--- config.mk ---
export PLATFORM = sky130hd
export DESIGN_NAME = axi4lite_apb_bridge
export DESIGN_NICKNAME = d
export VERILOG_FILES = /design/src/rtl/axi4lite_apb_bridge_pkg.sv /design/src/rtl/axi4lite_apb_bridge.sv
export SDC_FILE = /design/constraint.sdc
export NUM_CORES = 1
export LEC_CHECK = 0
export ABC_AREA = 1
export CELL_PAD_IN_SITES_DETAIL_PLACEMENT = 0
export CELL_PAD_IN_SITES_GLOBAL_PLACEMENT = 2
export CORE_ASPECT_RATIO = 0.7
export CORE_UTILIZATION = 19
export DETAILED_ROUTE_END_ITERATION = 10
export PLACE_DENSITY_LB_ADDON = 0.1
export SLEW_MARGIN = 15
export SYNTH_ARGS = -nofsm -noshare
export SYNTH_HDL_FRONTEND = slang
export SYNTH_SLANG_ARGS = --single-unit
--- constraint.sdc ---
create_clock -name clock -period 1.8 [get_ports clock]
set_clock_uncertainty 0.1 [all_clocks]
set_input_delay 0.54 -clock clock [delete_from_list [all_inputs] [get_ports clock]]
set_output_delay 0.54 -clock clock [all_outputs]
set_load 0.03 [all_outputs]
--- src/rtl/axi4lite_apb_bridge_pkg.sv ---
// Shared types and constants for the AXI4-Lite to APB bridge.
// Pure declarations, no timing.
// No flow control of its own; used by the bridge FSM only.
package axi_apb_pkg;

  typedef enum logic [2:0] {
    ST_IDLE   = 3'd0,
    ST_SETUP  = 3'd1,
    ST_ACCESS = 3'd2,
    ST_WRESP  = 3'd3,
    ST_RRESP  = 3'd4
  } bridge_state_e;

  localparam logic [1:0] RESP_OKAY   = 2'b00;
  localparam logic [1:0] RESP_SLVERR = 2'b10;

endpackage

--- src/rtl/axi4lite_apb_bridge.sv ---
// Single-outstanding AXI4-Lite slave to APB master bridge, one APB transfer per AXI request.
// Latency: response valid 3 cycles after the accept cycle with zero APB wait states.
// Backpressure: one transfer in flight; no new request until the B/R handshake, APB waits stall indefinitely.
module axi4lite_apb_bridge
  import axi_apb_pkg::*;
#(
  parameter int ADDR_W = 32,
  parameter int DATA_W = 32
) (
  input  logic                clock,
  input  logic                reset,
  input  logic                in_awvalid,
  output logic                in_awready,
  input  logic [ADDR_W-1:0]   in_awaddr,
  input  logic [2:0]          in_awprot,
  input  logic                in_wvalid,
  output logic                in_wready,
  input  logic [DATA_W-1:0]   in_wdata,
  input  logic [DATA_W/8-1:0] in_wstrb,
  output logic                in_bvalid,
  input  logic                in_bready,
  output logic [1:0]          in_bresp,
  input  logic                in_arvalid,
  output logic                in_arready,
  input  logic [ADDR_W-1:0]   in_araddr,
  input  logic [2:0]          in_arprot,
  output logic                in_rvalid,
  input  logic                in_rready,
  output logic [DATA_W-1:0]   in_rdata,
  output logic [1:0]          in_rresp,
  output logic [ADDR_W-1:0]   out_paddr,
  output logic                out_psel,
  output logic                out_penable,
  output logic [2:0]          out_pprot,
  output logic                out_pwrite,
  output logic [DATA_W-1:0]   out_pwdata,
  output logic [DATA_W/8-1:0] out_pstrb,
  input  logic                out_pready,
  input  logic [DATA_W-1:0]   out_prdata,
  input  logic                out_pslverr
);

  bridge_state_e state;
  logic          wr_take;
  logic          rd_take;
  logic [1:0]    resp;

  // Accept decisions: AW and W only together, and a pending write beats a read.
  always_comb begin
    wr_take = (state == ST_IDLE) && in_awvalid && in_wvalid;
    rd_take = (state == ST_IDLE) && in_arvalid && !(in_awvalid && in_wvalid);
  end

  assign in_awready = wr_take;
  assign in_wready  = wr_take;
  assign in_arready = rd_take;

  // One response register serves both channels; only one of B/R is ever valid.
  assign in_bresp = resp;
  assign in_rresp = resp;

  // Bridge FSM with registered APB request and AXI response outputs.
  always_ff @(posedge clock) begin
    if (reset) begin
      state       <= ST_IDLE;
      out_paddr   <= '0;
      out_pprot   <= '0;
      out_pwrite  <= 1'b0;
      out_pwdata  <= '0;
      out_pstrb   <= '0;
      out_psel    <= 1'b0;
      out_penable <= 1'b0;
      in_bvalid   <= 1'b0;
      in_rvalid   <= 1'b0;
      in_rdata    <= '0;
      resp        <= RESP_OKAY;
    end else begin
      case (state)
        ST_IDLE: begin
          if (wr_take) begin
            out_paddr  <= in_awaddr;
            out_pprot  <= in_awprot;
            out_pwrite <= 1'b1;
            out_pwdata <= in_wdata;
            out_pstrb  <= in_wstrb;
            out_psel   <= 1'b1;
            state      <= ST_SETUP;
          end else if (rd_take) begin
            // Reads leave pwdata untouched and drive no strobes.
            out_paddr  <= in_araddr;
            out_pprot  <= in_arprot;
            out_pwrite <= 1'b0;
            out_pstrb  <= '0;
            out_psel   <= 1'b1;
            state      <= ST_SETUP;
          end
        end
        ST_SETUP: begin
          out_penable <= 1'b1;
          state       <= ST_ACCESS;
        end
        ST_ACCESS: begin
          if (out_pready) begin
            out_psel    <= 1'b0;
            out_penable <= 1'b0;
            resp        <= out_pslverr ? RESP_SLVERR : RESP_OKAY;
            if (out_pwrite) begin
              in_bvalid <= 1'b1;
              state     <= ST_WRESP;
            end else begin
              in_rvalid <= 1'b1;
              in_rdata  <= out_prdata;
              state     <= ST_RRESP;
            end
          end
        end
        ST_WRESP: begin
          if (in_bready) begin
            in_bvalid <= 1'b0;
            state     <= ST_IDLE;
          end
        end
        ST_RRESP: begin
          if (in_rready) begin
            in_rvalid <= 1'b0;
            state     <= ST_IDLE;
          end
        end
        default: state <= ST_IDLE;
      endcase
    end
  end

endmodule
; Word-level counts from Yosys, hierarchy flattened
; Cells that the tools add are included.
[op_classes]
n_bitwise = 1
mux = 29
n_reduce_logical = 21
n_eq_ne = 10
[ops]
columns = op, count
row1 = $mux W32, 2
row2 = $mux W3, 8
row3 = $pmux W3 S5, 1
row4 = $reduce_and A4 Y1, 3
row5 = $mux W1, 11
row6 = $ne A2 B2 Y1 const B, 5
row7 = $reduce_bool A2 Y1, 5
row8 = $mux W4, 2
row9 = $pmux W1 S2, 4
row10 = $reduce_and A2 Y1, 4
row11 = $eq A3 B2 Y1 const B, 2
row12 = $reduce_and A3 Y1, 2
row13 = $logic_and A1 B1 Y1, 5
row14 = $eq A3 B1 Y1 const B, 1
row15 = $eq A3 B3 Y1 const B, 1
row16 = $logic_not A3 Y1, 1
row17 = $ne A3 B3 Y1 const B, 1
row18 = $mux W2, 1
row19 = $logic_not A1 Y1, 1
row20 = $not A1 Y1, 1
[totals]
out_inout_bits = 115
regBits = 113
inputBits = 147
word_cells = 73

; Longest topological paths before layout
[depth]
ltp_word = 6
mapped_depth = 9
mapped_depth_nobuf = 8

; Worst setup path before layout
; OpenSTA, ideal clock, no wires.
[synth_path]
path_kind = input to output
from = in in_wvalid
to = out in_arready
stages = 3
slack_ps = -403
arrival_ps = 1563
cell_sequence = nand2_1 inv_1 nor3_1
[synth_via]
elab_chain_len = 3
[synth_rtl]
columns = element, line
row1 = from (decl), axi4lite_apb_bridge.sv:16  ; input logic in_wvalid,
row2 = $logic_and A1 B1 Y1, axi4lite_apb_bridge.sv:51  ; rd_take = (state == ST_IDLE) && in_arvalid && !(in_awvalid && in_wvalid);
row3 = $logic_not A1 Y1, axi4lite_apb_bridge.sv:51
row4 = $logic_and A1 B1 Y1, axi4lite_apb_bridge.sv:51
row5 = to (decl), axi4lite_apb_bridge.sv:24  ; output logic in_arready,
; No other way between the ends.

; Final worst setup path
[layout_path]
from = reg state[0]
to = out in_arready
[layout_via]
elab_chain_len = 3
[layout_rtl]
columns = element, line
row1 = from (decl), axi4lite_apb_bridge.sv:43  ; bridge_state_e state;
row2 = from (signal assigned), axi4lite_apb_bridge.sv:65  ; state <= ST_IDLE;
row3 = from (signal assigned), axi4lite_apb_bridge.sv:87  ; state <= ST_SETUP;
row4 = from (signal assigned), axi4lite_apb_bridge.sv:95  ; state <= ST_SETUP;
row5 = $logic_not A3 Y1, axi4lite_apb_bridge.sv:51
row6 = $logic_and A1 B1 Y1 (2 in a row), axi4lite_apb_bridge.sv:51
; No other way between the ends.

==> insert_results.sql <==
INSERT INTO impl_metrics (metric_group, metric, value, unit) VALUES
('timing', 'drv_slew', '0', ''),
('synthesis', 'synth.lib_cells_used.distinct', '23', ''),
('global_routing', 'first_global_vias', '4927', ''),
('global_routing', 'grt_start_max_net_pins', '46', ''),
('worst_setup_path', 'critPathMaxFanout', '4', ''),
('floorplanning', 'die_area', '24400', 'µm²'),
('synthesis', 'synth_warnings', '0', ''),
('clock_tree', 'root_buffer', 'clkbuf_16', ''),
('run_status', 'outcome', 'complete, but fails checks', ''),
('clock_tree', 'cts.hold.buffers_added', '0', ''),
('timing', 'fmax', '531', 'MHz'),
('synthesis', 'count_of_flip_flops_with_a_built_in_enable_after_synthesis', '0', ''),
('finish', 'register_area', '2250', 'µm²'),
('pwr', 'power', '10.2', 'mW'),
('global_routing', 'final_global_route_overflow_total', '0', ''),
('clock_tree', 'max-clock-path-buffers', '2', ''),
('min_path', 'worstHoldPathType', 'flop to flop', ''),
('drt', 'detail_route.iter0.violations', '136', ''),
('worst_setup_path', 'r2r_setup_slack', '0.14', 'ns'),
('timing', 'final_hold_viol_count', '0', ''),
('clock_tree', 'worstSkewPairLatency', '0.35', 'ns'),
('clock_tree', 'total_number_of_clock_tree_sinks', '112', ''),
('place', 'placement.io_buffers', '259', ''),
('pwr', 'power-per-cell-area', '1290', 'nW/µm²'),
('floorplanning', 'std_cell_rows', '46', ''),
('global_routing', 'antenna_found_initial', '1', ''),
('timing', 'setup_ws', '-0.0825', 'ns'),
('worst_setup_path', 'worstSetupStartpoint', 'state[0]', ''),
('floorplanning', 'initial_utilization', '0.196', ''),
('drt', 'wl_per_instance', '13.8', 'µm'),
('job', 'drv_cap', '0', ''),
('pwr', 'leakage', '3.59', 'nW'),
('clock_tree', 'cts_max_level', '3', ''),
('synthesis', 'synthDominantCellAreaShare', '0.497', ''),
('synthesis', 'yosysMostFrequentCell', 'nor2_1', ''),
('drt', 'drc', '0', ''),
('worst_setup_path', 'reg2regPathDepth', '7', ''),
('finish', 'drive_above_1_share', '0.0858', ''),
('finish', 'fillers', '2462', ''),
('finish', 'post-route-cell-area', '7890', 'µm²'),
('place', 'pre_cts_slack', '-0.381', 'ns'),
('worst_setup_path', 'r2r-end', 'in_rdata[18]', ''),
('worst_setup_path', 'timing.critical_path.cells', 'nor2_4 > nand2_4 > nor3_4 > buf_6', ''),
('worst_setup_path', 'required', '1.16', 'ns'),
('synthesis', 'synth_top_cells_by_area', 'dfxtp_1, nor2_1, o21ai_0', ''),
('synthesis', 'ys_async_sr_fraction', '0', ''),
('drt', 'drt-total-wl', '16800', 'µm'),
('clock_tree', 'clock_tree_from_tritoncts', 'built', ''),
('finish', 'syn2layout_area_growth', '74.9', '%'),
('place', 'finalWeightedCongestion', '0.783', ''),
('drt', 'vias', '4806', ''),
('synthesis', 'synthesis.area', '4510', 'µm²'),
('worst_setup_path', 'launching_element_type_of_the_critical_path', 'flop', ''),
('worst_setup_path', 'cp_slowest_cell', 'dfxtp_4', ''),
('synthesis', 'postSynth.topFlopCell', 'dfxtp_1', ''),
('drt', 'drt-pass1-iter-count', '4', ''),
('worst_setup_path', 'r2r-start', 'state[1]', ''),
('worst_setup_path', 'critical_path.endpoint_type', 'output pin', ''),
('synthesis', 'yosysTopAreaCell', 'dfxtp_1', ''),
('global_routing', 'total_routing_usage_reported_by_global_routing', '0.141', ''),
('synthesis', 'yosys_register_bits', '112', ''),
('worst_setup_path', 'endpoint', 'in_arready', ''),
('drt', 'detail-route-antenna-nets', '0', ''),
('run_status', 'violations', 'setup timing', ''),
('timing', 'final_period_minus_worst_setup_slack', '1.88', 'ns'),
('timing', 'finalSetupViolCount', '3', ''),
('synthesis', 'syn-instance-count', '643', ''),
('place', 'post_dp_cell_area', '7650', 'µm²'),
('worst_setup_path', 'cpPeakStageDelay', '0.36', 'ns'),
('worst_setup_path', 'cp_data_arrival_time', '1.24', 'ns'),
('clock_tree', 'cts.reportedPaths.clkPinSlew', '0.07', 'ns');
==> cells in the final DEF (no fill, tap or decap), types with 4 or more instances in the layout <==
cell             count
clkdlybuf4s50_1    143
clkdlybuf4s15_1     32
clkbuf_16            9
buf_6                4
dfxtp_1            109
dlygate4sd2_1       72
nand2_1            130
buf_4               22
a21oi_1              9
o21ai_0             99
inv_2                6
buf_12              14
nor2_1             207
nand3_1              6
inv_1               14
==> cells by family (layout without fill, tap and decap cells) <==
| group | Yosys count | count (layout) | share of synthesized area |
|---|---|---|---|
| compound gates | 113 | 113 | 0.128 |
| buf+inv | 63 | 328 | 0.0680 |
| flops | 112 | 112 | 0.497 |
| other cells | 1 | 3 | 0.000831 |
| simple gates | 354 | 354 | 0.306 |
==> metrics by stage <==
step | std cells | TNS, ns | hold slack [ns] | util
detailed placement | 1201 | -27.43 | 0.340 | 0.333
finish | 1222 | -0.232 | 0.347 | 0.344
floorplan | 644 | 0 | 0.439 | -
global placement | 1201 | -26.20 | 0.342 | 0.333
global route | 1222 | -0.409 | 0.362 | 0.344
CTS | 1220 | -0.444 | 0.351 | 0.342
==> critical path, delay by kind of cell, from the launching register on <==
family	cells	cell delay [ns]
buffers and inverters	1	0.16
flip-flops	1	0.36
AND/OR/NAND/NOR	3	0.37
==> power by group <==
group | switching, mW | internal, mW
Combinational | 2.97 | 1.85
Clock | 0.990 | 0.951
Sequential | 0.323 | 3.11
==> worst min path at each step <==
stage / from / depth (start not counted) / endpoint
global route: in_bvalid / 2 / in_bvalid
global placement: in_bvalid / 2 / in_bvalid
finish: in_bvalid / 2 / in_bvalid
CTS: in_bvalid / 2 / in_bvalid
detailed placement: in_bvalid / 2 / in_bvalid
floorplan: state[0] / 2 / state[0]
==> flip-flops by register name (all words and copies together), names as in the netlist <==
register and cells:
out_pprot 3, in_rdata 32, in_bvalid 1, out_pwdata 32, out_psel 1, out_paddr 32
in_rvalid 1, out_pwrite 1, out_pstrb 4, out_penable 1, state 3, in_bresp 1
==> what timing repair did <==
| action | in CTS | in global routing |
|---|---|---|
| endpoints found under the setup margin | 109 | 47 |
| resized for setup | 123 | 41 |
| buffers inserted | 3 | 1 |
| pin swaps | 5 | 3 |
| gates cloned | 0 | 0 |
==> metal layers <==
layer | up-vias | part of all wire | global-route usage
met5 | - | 0 | 0
met4 | 0 | 0.014 | 0.0410
met3 | 12 | 0.091 | 0.0543
met2 | 169 | 0.44 | 0.231
met1 | 2091 | 0.45 | 0.171
li1 | 2534 | - | -
==> cell type report <==
cell class / count / area share
tap: 312 / 0.0495
clock buffer: 10 / 0.0290
antenna: 1 / 0.000317
inverter: 20 / 0.00952
multi-input combinational: 469 / 0.252
clock inverter: 6 / 0.00555
sequential: 112 / 0.285
timing repair buffer: 292 / 0.369
No activity file was read; power rests on OpenSTA's default activity.
